## src/rtl/uart_pkg.sv

```systemverilog
// Shared types and helpers for the UART transmit arbiter.
// Holds the arbiter FSM state encoding and the round-robin pick function
// used for grant selection.
package uart_pkg;

  // Widest requester vector the pick function handles.
  localparam int MAX_REQ = 8;

  typedef enum logic [0:0] {
    ST_IDLE  = 1'b0,
    ST_GRANT = 1'b1
  } arb_state_e;

  // Returns a one-hot vector selecting the first set bit of cand, searching
  // from (ptr+1) mod n upward with wrap. Returns zero when cand is empty.
  // ptr must be below n and n must lie in 1..MAX_REQ.
  function automatic logic [MAX_REQ-1:0] rr_pick(input logic [MAX_REQ-1:0] cand,
                                                 input logic [2:0]         ptr,
                                                 input logic [3:0]         n);
    logic [MAX_REQ-1:0] pick;
    logic               found;
    logic [3:0]         idx;
    pick  = '0;
    found = 1'b0;
    for (int i = 1; i <= MAX_REQ; i++) begin
      if (4'(i) <= n) begin
        idx = 4'(ptr) + 4'(i);
        // ptr < n, so a single wrap brings the index back into range.
        if (idx >= n) idx = idx - n;
        if (!found && cand[idx[2:0]]) begin
          pick[idx[2:0]] = 1'b1;
          found          = 1'b1;
        end
      end
    end
    return pick;
  endfunction

endpackage

```

## src/rtl/uart_arb_oreg.sv

```systemverilog
// Output register stage of the UART transmit arbiter.
// Ports:
//   clk, rstn        clock, synchronous active-low reset
//   load_i           accepted input beat this cycle
//   data_i, last_i   beat contents from the granted requester
//   ready_i          downstream write buffer accepts
//   data_o, last_o   registered beat
//   valid_o          registered beat valid
module uart_arb_oreg #(
  parameter int DATA_WIDTH = 8
) (
  input  logic                  clk,
  input  logic                  rstn,
  input  logic                  load_i,
  input  logic [DATA_WIDTH-1:0] data_i,
  input  logic                  last_i,
  input  logic                  ready_i,
  output logic [DATA_WIDTH-1:0] data_o,
  output logic                  last_o,
  output logic                  valid_o
);

  logic [DATA_WIDTH-1:0] data_q, data_d;
  logic                  last_q, last_d;
  logic                  valid_q, valid_d;

  // The arbiter only asserts load_i when the register is empty or draining,
  // so a load never overwrites a beat that has not been accepted.
  always_comb begin
    data_d  = data_q;
    last_d  = last_q;
    valid_d = valid_q;
    if (load_i) begin
      data_d  = data_i;
      last_d  = last_i;
      valid_d = 1'b1;
    end else if (valid_q && ready_i) begin
      valid_d = 1'b0;
    end
  end

  always_ff @(posedge clk) begin
    if (!rstn) begin
      data_q  <= '0;
      last_q  <= 1'b0;
      valid_q <= 1'b0;
    end else begin
      data_q  <= data_d;
      last_q  <= last_d;
      valid_q <= valid_d;
    end
  end

  assign data_o  = data_q;
  assign last_o  = last_q;
  assign valid_o = valid_q;

endmodule

```

## src/rtl/uart_tx_arb.sv

```systemverilog
// Round-robin packet arbiter feeding a UART transmit write buffer.
// Ports:
//   clk, rstn           clock, synchronous active-low reset
//   req_valid/data/last per-requester beat stream (requester i at slice i)
//   req_ready           per-requester accept, only the owner may be ready
//   en_mask             per-requester arbitration enable, used in IDLE only
//   data_o/last_o/valid_out, ready_out   registered output stream
//   grant_o             one-hot current owner, zero when idle
//   trunc_o             one-cycle pulse when a packet hits MAX_BEATS
//
// state    | meaning
// ST_IDLE  | no owner; pick next candidate after ptr
// ST_GRANT | owner forwards beats until last or MAX_BEATS
module uart_tx_arb
  import uart_pkg::*;
#(
  parameter int DATA_WIDTH = 8,
  parameter int NUM_REQ    = 4,
  parameter int MAX_BEATS  = 16
) (
  input  logic                          clk,
  input  logic                          rstn,
  input  logic [NUM_REQ-1:0]            req_valid,
  input  logic [NUM_REQ*DATA_WIDTH-1:0] req_data,
  input  logic [NUM_REQ-1:0]            req_last,
  output logic [NUM_REQ-1:0]            req_ready,
  input  logic [NUM_REQ-1:0]            en_mask,
  output logic [DATA_WIDTH-1:0]         data_o,
  output logic                          valid_out,
  input  logic                          ready_out,
  output logic                          last_o,
  output logic [NUM_REQ-1:0]            grant_o,
  output logic                          trunc_o
);

  localparam int PW = (NUM_REQ > 1) ? $clog2(NUM_REQ) : 1;
  localparam int BW = $clog2(MAX_BEATS + 1);

  arb_state_e      state_q, state_d;
  logic [PW-1:0]   ptr_q, ptr_d;
  logic [PW-1:0]   gidx_q, gidx_d;
  logic [NUM_REQ-1:0] grant_q, grant_d;
  logic [BW-1:0]   beat_q, beat_d;
  logic            trunc_q, trunc_d;

  logic [NUM_REQ-1:0]    cand;
  logic [MAX_REQ-1:0]    pick_ext;
  logic [PW-1:0]         pick_idx;
  logic [DATA_WIDTH-1:0] sel_data;
  logic                  sel_last;
  logic                  at_max;
  logic                  in_hs;
  logic                  oreg_last;

  assign cand     = req_valid & en_mask;
  assign pick_ext = rr_pick(MAX_REQ'(cand), 3'(ptr_q), 4'(NUM_REQ));
  assign sel_data = req_data[gidx_q*DATA_WIDTH +: DATA_WIDTH];
  assign sel_last = req_last[gidx_q];
  assign at_max   = (beat_q == BW'(MAX_BEATS - 1));

  always_comb begin
    pick_idx = '0;
    for (int i = 0; i < MAX_REQ; i++) begin
      if (pick_ext[i]) pick_idx = PW'(i);
    end
  end

  // State register
  always_ff @(posedge clk) begin
    if (!rstn) begin
      state_q <= ST_IDLE;
      ptr_q   <= PW'(NUM_REQ - 1);
      gidx_q  <= '0;
      grant_q <= '0;
      beat_q  <= '0;
      trunc_q <= 1'b0;
    end else begin
      state_q <= state_d;
      ptr_q   <= ptr_d;
      gidx_q  <= gidx_d;
      grant_q <= grant_d;
      beat_q  <= beat_d;
      trunc_q <= trunc_d;
    end
  end

  // Next-state logic
  always_comb begin
    state_d = state_q;
    ptr_d   = ptr_q;
    gidx_d  = gidx_q;
    grant_d = grant_q;
    beat_d  = beat_q;
    trunc_d = 1'b0;
    case (state_q)
      ST_IDLE: begin
        beat_d = '0;
        if (|cand) begin
          state_d = ST_GRANT;
          grant_d = pick_ext[NUM_REQ-1:0];
          gidx_d  = pick_idx;
        end
      end
      ST_GRANT: begin
        if (in_hs) begin
          beat_d = beat_q + BW'(1);
          if (sel_last || at_max) begin
            state_d = ST_IDLE;
            ptr_d   = gidx_q;
            grant_d = '0;
            trunc_d = at_max & ~sel_last;
          end
        end
      end
      default: state_d = ST_IDLE;
    endcase
  end

  // Output logic
  always_comb begin
    req_ready = '0;
    in_hs     = 1'b0;
    oreg_last = sel_last;
    if (state_q == ST_GRANT) begin
      req_ready = grant_q & {NUM_REQ{~valid_out | ready_out}};
      in_hs     = req_valid[gidx_q] & req_ready[gidx_q];
      // A truncated packet is closed downstream by forcing last on beat MAX_BEATS.
      oreg_last = sel_last | at_max;
    end
  end

  uart_arb_oreg #(
    .DATA_WIDTH(DATA_WIDTH)
  ) u_oreg (
    .clk    (clk),
    .rstn   (rstn),
    .load_i (in_hs),
    .data_i (sel_data),
    .last_i (oreg_last),
    .ready_i(ready_out),
    .data_o (data_o),
    .last_o (last_o),
    .valid_o(valid_out)
  );

  assign grant_o = grant_q;
  assign trunc_o = trunc_q;

endmodule

```

## config.mk

```make
export PLATFORM = sky130hd
export DESIGN_NAME = uart_tx_arb
export DESIGN_NICKNAME = d
export VERILOG_FILES = /design/src/rtl/uart_pkg.sv /design/src/rtl/uart_arb_oreg.sv /design/src/rtl/uart_tx_arb.sv
export SDC_FILE = /design/constraint.sdc
export NUM_CORES = 1
export LEC_CHECK = 0
export CAP_MARGIN = 15
export CELL_PAD_IN_SITES_DETAIL_PLACEMENT = 0
export CELL_PAD_IN_SITES_GLOBAL_PLACEMENT = 1
export CORE_MARGIN = 1
export CORE_UTILIZATION = 31
export DETAILED_ROUTE_END_ITERATION = 8
export PLACE_DENSITY = 0.77
export SLEW_MARGIN = 20
export SYNTH_ARGS = -nofsm -noshare
export SYNTH_HDL_FRONTEND = slang
export SYNTH_SLANG_ARGS = --single-unit
```

## constraint.sdc

```tcl
create_clock -name clk -period 2.8 [get_ports clk]
set_clock_uncertainty 0.05 [all_clocks]
set_input_delay 0.56 -clock clk [delete_from_list [all_inputs] [get_ports clk]]
set_output_delay 0.56 -clock clk [all_outputs]
set_load 0.1 [all_outputs]
```

==> results.yml, run 1 <==
run_status:
  status: "complete, no violations"
logic_synthesis:
  synth_edf_count: 0
  ys.flop_type: "dfxtp_1"
  syn_avg_cell_area_um2: 8.97
  ys_seq_area_share_pct: 30.3
  synthesis.nets: 241
  ys_seq_elements: 25
  synth-async-reset-ratio_pct: 0
  yosys.area.top_type: "dfxtp_1"
  synthCells: 184
  synth_top_area_share_pct: 30.3
  synth_area_um2: 1650
  synth.distinct_cells: 44
  ys_warn_count: 0
  synth.area.top_cells: "dfxtp_1 30%, mux4_2 14%, nand2_1 8.6%, ha_1 7.6%, a21oi_1 3.9%"
route:
  avgRoutedWirePerCell_um: 13.5
  ant_nets: 0
  via_per_inst: 4.95
  route.detailed.drc: 0
  drt_iter0_drc: 55
  wl_um: 4480
  vias: 1643
  first_pass_iters: 4
sta:
  finalCritPeriodShare_pct: 89.2
  fin_crit_ps: 2500
  hold_viol_final: 0
  clock.fmax_ghz: 0.400
  rsz0062_at_grt: "no"
  finalSetupViolCount: 0
  drv_slew: 0
  slew_headroom_pct: 74.0
  worstMarginPinSlew_ps: 389
  fin_setup_tns_ps: 0
worst_setup_path:
  cp-end-kind: "register"
  reg2reg_from: "ptr_q[0]"
  reg2reg_slack_ps: 410
  crit_arrival_ps: 2600
  reg2reg_depth: 7
  cpLargestDelayFamily: "buffers and inverters"
  start_kind: "input pin"
  critPathMaxStageDelay_ps: 510
  worst-path-buf-inv: 2
  r2r-end: "gidx_q[0]"
  path_cells: "clkdlybuf4s50_1 > nand2_1 > mux4_2 > buf_4 > o211ai_1 > a211oi_1 > nor4bb_1 > o22ai_1"
  crit_type: "input pin to register"
  cp_max_fo: 7
  crit_slowest_cell: "clkdlybuf4s50_1"
  worstPathRequired_ps: 2910
clock_tree:
  ctsResizeCount: 0
  cts.htree.levels: 1
  clk_latency_ps: 270
  clockBufferDepth: 2
  cts_setup_buffers: 0
  cts_hold_buf: 0
  cts_made_buffers: 3
  path_clk_slew_ps: 90
  clock-sinks: 25
  cts_root_buffer: "clkbuf_8"
  cts_tree: "done"
grt:
  grt_max_degree: 16
  grt_pass1_vias: 1454
  grt_overflow: 0
  grt_use_total_pct: 16.0
  antenna_found_initial: 0
  grt_pass1_wl_um: 6930
floorplan:
  dieWidth_um: 75.0
  rows: 26
  dieArea_um2: 5620
  io_pins: 66
  die-height_um: 75.0
  start_util_pct: 32.3
  core_area_um2: 5110
power:
  vdd_drop_max_mv: 0.192
  leakage_nw: 0.995
  fin_total_pwr_mw: 1.11
  p_per_area_nw_per_um2: 438
worst_hold_path:
  hold_depth: 2
  hold-path-endpoint: "u_oreg.data_o[0]"
  hold_class: "register to register"
  hold_path.startpoint: "u_oreg.data_o[0]"
cells_and_area:
  antennaDiodeCount: 0
  finalNetCount: 320
  area_growth_syn_to_layout_pct: 53.8
  multi_input_area_um2: 1100
  drive_gt1_share_pct: 22.1
  fill_cells: 505
  ff_latch_area_um2: 500
place:
  hpwl_um: 3550
  globalplace.congestion: 0.820
  io_buffers: 65
job:
  cap_violations: 0
[flip-flops by register name, summed over array words and instances (netlist names), 2 cells and up]
signal,flops
beat_q,5
gidx_q,2
grant_o,4
u_oreg.data_o,8
ptr_q,2
[logic make-up (layout without fill, tap and decap cells)]
family          after synthesis  after routing  synth area share [%]
fa+ha+maj                    10             10                  7.58
buf+inv                      14             92                  3.18
xor+xnor                      3              3                  1.59
mux                          12             12                  15.8
compound gates               44             44                  18.2
simple gates                 76             76                  23.3
flops                        25             25                  30.3
[per-layer routing]
metal	wire (um)	up-vias	track usage, %
met5	0	-	0
met4	26	0	3.14
met3	334	5	2.68
met2	1900	56	24.7
met1	2230	745	23.5
li1	-	837	-
[layout make-up]
cell class | instances | share of cell area, %
multi-input cells | 145 | 43.2
repair buffers | 82 | 30.8
flip-flops and latches | 25 | 19.7
well taps | 70 | 3.45
clock buffers | 3 | 1.63
inverters | 6 | 0.888
clock inverters | 1 | 0.296
[how the worst max path moves through the flow]
stage	startpoint	end	depth (start not counted)
floorplan	ptr_q[0]	gidx_q[0]	7
global placement	en_mask[0]	gidx_q[0]	8
detailed placement	en_mask[0]	gidx_q[0]	8
CTS	en_mask[0]	gidx_q[0]	8
global route	en_mask[1]	gidx_q[0]	8
finish	en_mask[0]	gidx_q[0]	8
[Yosys cell counts (2+ instances only)]
library cell,count
nand2_1,38
nor2_1,8
o21ai_0,7
clkbuf_1,7
nand3b_1,3
inv_1,5
nand4_1,3
nand4b_1,2
ha_1,10
and3_1,5
and2_1,4
a21oi_1,13
mux4_2,10
xor2_1,2
o211ai_1,7
o211a_1,2
nand3_1,4
dfxtp_1,25
a21oi_2,2
nor3b_1,2
a211oi_1,2
[through the flow]
stage	hold slack (ps)	util [%]	setup WS, ps	instance area, um^2	std cells
detailed placement	399	48.7	42.7	2490	328
CTS	412	49.7	319	2540	332
finish	410	49.7	301	2540	332
floorplan	422	-	286	1650	184
global route	430	49.7	121	2540	332
global placement	393	48.7	77.6	2490	328
[cells in the final DEF, fill, tap and decap left out, types with 2 or more instances in the layout]
cell type / instances
a211oi_1: 2
a21oi_1: 13
a21oi_2: 2
and2_1: 4
and3_1: 5
buf_12: 4
buf_4: 32
clkbuf_8: 3
clkdlybuf4s50_1: 46
dfxtp_1: 25
ha_1: 10
inv_1: 5
mux4_2: 10
nand2_1: 38
nand3_1: 4
nand3b_1: 3
nand4_1: 3
nand4b_1: 2
nor2_1: 8
nor3b_1: 2
o211a_1: 2
o211ai_1: 7
o21ai_0: 7
xor2_1: 2
[where the power goes]
| group | total (mW) | internal (mW) | leakage [nW] | switching (mW) |
|---|---|---|---|---|
| Sequential | 0.400 | 0.380 | 0.203 | 0.0200 |
| Combinational | 0.493 | 0.214 | 0.770 | 0.279 |
| Clock | 0.219 | 0.101 | 0.0217 | 0.118 |
| Total | 1.11 | 0.695 | 0.995 | 0.417 |
[tightest hold or removal path, delay by kind of cell, from the launching register on]
| family | cells | cell delay [ps] |
|---|---|---|
| AND/OR/NAND/NOR | 1 | 50 |
| flip-flops | 1 | 320 |
| AO/OA/AOI/OAI | 1 | 50 |
No activity file was read; power rests on OpenSTA's default activity.
==> run 2: changes to the inputs <==
- REMOVE_ABC_BUFFERS: default -> 1
==> results.yml, run 2 (synthesized netlist as in run 1, its figures left out) <==
worst_setup_path:
  cp-end-kind: "register"
  crit_start: "en_mask[1]"
  cp_max_fo: 5
  start_kind: "input pin"
  crit_type: "input pin to register"
  worstPathRequired_ps: 2910
  crit_arrival_ps: 2610
  reg2reg_from: "ptr_q[0]"
sta:
  slew_headroom_pct: 67.4
  clock.fmax_ghz: 0.399
  fin_setup_tns_ps: 0
  finalCritPeriodShare_pct: 89.5
  timing.final.ws_setup_ps: 294
  fin_crit_ps: 2510
  drv_slew: 0
  rsz0062_at_grt: "no"
  worstMarginPinSlew_ps: 483
  hold_viol_final: 0
  finalSetupViolCount: 0
place:
  place_ws_ps: 14.7
  hpwl_um: 3870
  dp.cells: 331
  io_buffers: 65
  globalplace.congestion: 0.820
floorplan:
  dieWidth_um: 75.0
  io_pins: 66
  rows: 26
  die-height_um: 75.0
  start_util_pct: 32.3
  core_area_um2: 5110
  dieArea_um2: 5620
cells_and_area:
  drive_gt1_share_pct: 22.6
  antennaDiodeCount: 0
  largest_register_ffs: 8
  finalNetCount: 323
  layout_common_cells: "46 x clkdlybuf4s50_1, 38 x nand2_1, 35 x buf_4"
  fin_cells: 335
  area_growth_syn_to_layout_pct: 54.9
  final_common_cell: "clkdlybuf4s50_1"
  fin_util_pct: 50.0
grt:
  grt_pass1_wl_um: 7370
  grt_overflow: 0
  antenna_found_initial: 0
  grt_pass1_vias: 1623
  grt_max_degree: 15
  grt_use_total_pct: 17.5
power:
  pwr-share-seq_pct: 36.3
  p_clk_share_pct: 19.5
  fin_total_pwr_mw: 1.11
  p_sw_uw: 416
  combPwrFrac_pct: 44.2
  p_per_area_nw_per_um2: 436
  internal-power_uw: 698
  vdd_drop_max_mv: 0.237
  swShare_pct: 37.4
  leakage_nw: 1.01
route:
  drt_iter0_drc: 31
  avgRoutedWirePerCell_um: 13.9
  wl_um: 4670
  via_per_inst: 5.06
  route.detailed.drc: 0
  first_pass_iters: 4
  ant_nets: 0
  vias: 1694
clock_tree:
  clock-sinks: 25
  ctsResizeCount: 0
  cts.htree.levels: 1
  cts_hold_buf: 0
  cts_setup_buffers: 0
  cts_tree: "done"
  cts_made_buffers: 3
  cts_root_buffer: "clkbuf_8"
  clk_latency_ps: 270
  clockBufferDepth: 2
  path_clk_slew_ps: 90
job:
  cap_violations: 0
worst_hold_path:
  hold_path.startpoint: "u_oreg.data_o[4]"
  hold_class: "register to register"
run_status:
  status: "complete, no violations"
[run 2: power groups by stage]
stage	logic, mW	clock network, mW	registers (mW)
after detailed placement	0.495	0	0.413
after floorplan	0.188	0	0.527
after global placement	0.494	0	0.413
final	0.493	0.218	0.404
after CTS	0.497	0.226	0.405
after global routing	0.531	0.238	0.408
[run 2: critical path: stages]
cell,delay [ps]
clkdlybuf4s50_1,500
nand2_1,100
mux4_2,520
or3_1,380
a311oi_2,330
a211o_2,150
o22ai_1,60
[run 2: layer usage]
layer,vias up,track usage [%],part of all wire [%]
met5,-,0,0
met4,0,6.71,2.2
met3,8,3.75,11
met2,67,30.8,45
met1,773,20.7,42
li1,846,-,-
[run 2: through the flow]
step	hold slack [ps]	instance area [um^2]
final	408	2560
after global routing	427	2560
after CTS	411	2560
after detailed placement	398	2510
after global placement	393	2510
after floorplan	422	1620
[run 2: layout make-up]
cell class	instances	area (um^2)
sequential	25	500
timing repair buffer	85	803
tap	70	87.6
clock buffer	4	45.0
multi-input combinational	145	1100
fill	505	2550
inverter	6	22.5
[run 2: final timing paths]
kind / slack (ps) / depth (start not counted) / endpoint
max: 290 / 7 / gidx_q[0]
min: 410 / 2 / u_oreg.data_o[4]
max reg2reg: 430 / 8 / gidx_q[0]
min reg2reg: 410 / 2 / u_oreg.data_o[4]
==> run 3: changes to the inputs <==
- clock period: 2.8 -> 2.35 ns (I/O delays scaled with it)
==> results.yml, run 3 (synthesized netlist as in run 1, its figures left out) <==
cells_and_area:
  layout_common_cells: "46 x buf_4, 38 x clkdlybuf4s50_1, 34 x nand2_1"
  antennaDiodeCount: 0
  multi_input_area_um2: 1120
  finalNetCount: 334
  design_area_um2: 2680
  ff_latch_area_um2: 502
  area_growth_syn_to_layout_pct: 62.5
  final_common_cell: "buf_4"
  drive_gt1_share_pct: 28.6
  fill_cells: 507
  fin_util_pct: 52.5
  largest_register_ffs: 8
  fin_cells: 346
floorplan:
  start_util_pct: 32.3
  core_area_um2: 5110
  dieWidth_um: 75.0
  die-height_um: 75.0
  rows: 26
  io_pins: 66
  dieArea_um2: 5620
grt:
  antenna_found_initial: 0
  grt_overflow: 0
  grt_pass1_vias: 1518
  grt_max_degree: 16
  grt_pass1_wl_um: 7090
  grt_use_total_pct: 17.0
sta:
  drv_slew: 0
  hold_viol_final: 0
  finalCritPeriodShare_pct: 95.5
  slew_headroom_pct: 73.2
  rsz0062_at_grt: "no"
  fin_setup_tns_ps: 0
  fin_crit_ps: 2240
  timing.final.ws_setup_ps: 107
  whs_ps: 411
  clock.fmax_ghz: 0.446
  finalSetupViolCount: 0
  worstMarginPinSlew_ps: 396
place:
  place_ws_ps: -345
  dp.cells: 340
  hpwl_um: 3860
  io_buffers: 65
  place_area_um2: 2580
  globalplace.congestion: 0.888
clock_tree:
  clockBufferDepth: 2
  cts_made_buffers: 3
  clk_latency_ps: 270
  cts_root_buffer: "clkbuf_8"
  cts.htree.levels: 1
  cts_hold_buf: 0
  clock-sinks: 25
  cts_tree: "done"
  path_clk_slew_ps: 100
worst_hold_path:
  hold_class: "register to register"
  hold_path.startpoint: "u_oreg.data_o[7]"
route:
  drt_iter0_drc: 66
  wl_um: 4780
  ant_nets: 0
  via_per_inst: 4.98
  vias: 1723
  avgRoutedWirePerCell_um: 13.8
  route.detailed.drc: 0
  first_pass_iters: 4
job:
  cap_violations: 0
worst_setup_path:
  worstPathRequired_ps: 2460
  start_kind: "register"
  crit_arrival_ps: 2350
  cp_max_fo: 4
  crit_type: "register to register"
  crit_start: "ptr_q[0]"
  cp-end-kind: "register"
  reg2reg_from: "ptr_q[0]"
run_status:
  status: "complete, no violations"
power:
  leakage_nw: 1.13
  vdd_drop_max_mv: 0.277
  fin_total_pwr_mw: 1.37
  p_per_area_nw_per_um2: 510
==> run 3: changes by cell type in the layout (fill, tap and decap cells not counted), moves of 4 or more <==
cell,delta
buf_4,+11
clkdlybuf4s50_1,-8
dlymetal6s2s_1,+7
nand2_1,-4
nand2_2,+4
==> run 3: worst paths after layout <==
path | cells past startpoint | to | slack, ps
min | 2 | u_oreg.data_o[7] | 410
max reg2reg | 7 | gidx_q[1] | 110
min reg2reg | 2 | u_oreg.data_o[7] | 410
max | 7 | gidx_q[1] | 110
==> run 3: where the power goes <==
| group | internal [mW] | switching [mW] | leakage, nW | total, mW |
|---|---|---|---|---|
| Clock | 0.120 | 0.147 | 0.0217 | 0.267 |
| Combinational | 0.280 | 0.342 | 0.906 | 0.622 |
| Sequential | 0.453 | 0.0255 | 0.203 | 0.478 |
==> run 3: layer usage <==
layer	vias up	wire length [um]	track usage [%]
li1	865	-	-
met1	791	1990	19.6
met2	63	2240	31.4
met3	4	483	3.35
met4	0	58	5.03
met5	-	0	0
==> run 3: repair_timing <==
item,CTS,global route
setup buffers,1,1
pin swaps,3,4
endpoints found under the setup margin,1,5
gates cloned,0,0
resized for setup,3,13
==> run 3: area by class of cell <==
class | count | share of cell area, %
inverter | 6 | 0.840
multi-input combinational | 145 | 41.7
clock buffer | 3 | 1.54
timing repair buffer | 96 | 33.6
clock inverter | 1 | 0.280
tap | 70 | 3.26
sequential | 25 | 18.7
==> run 3: worst max-delay path, stage by stage (launching register included) <==
cell,delay (ps)
dfxtp_2,360
inv_2,40
ha_1,340
mux4_2,520
a21oi_2,200
a211oi_1,90
nor4bb_1,420
a21oi_1,120
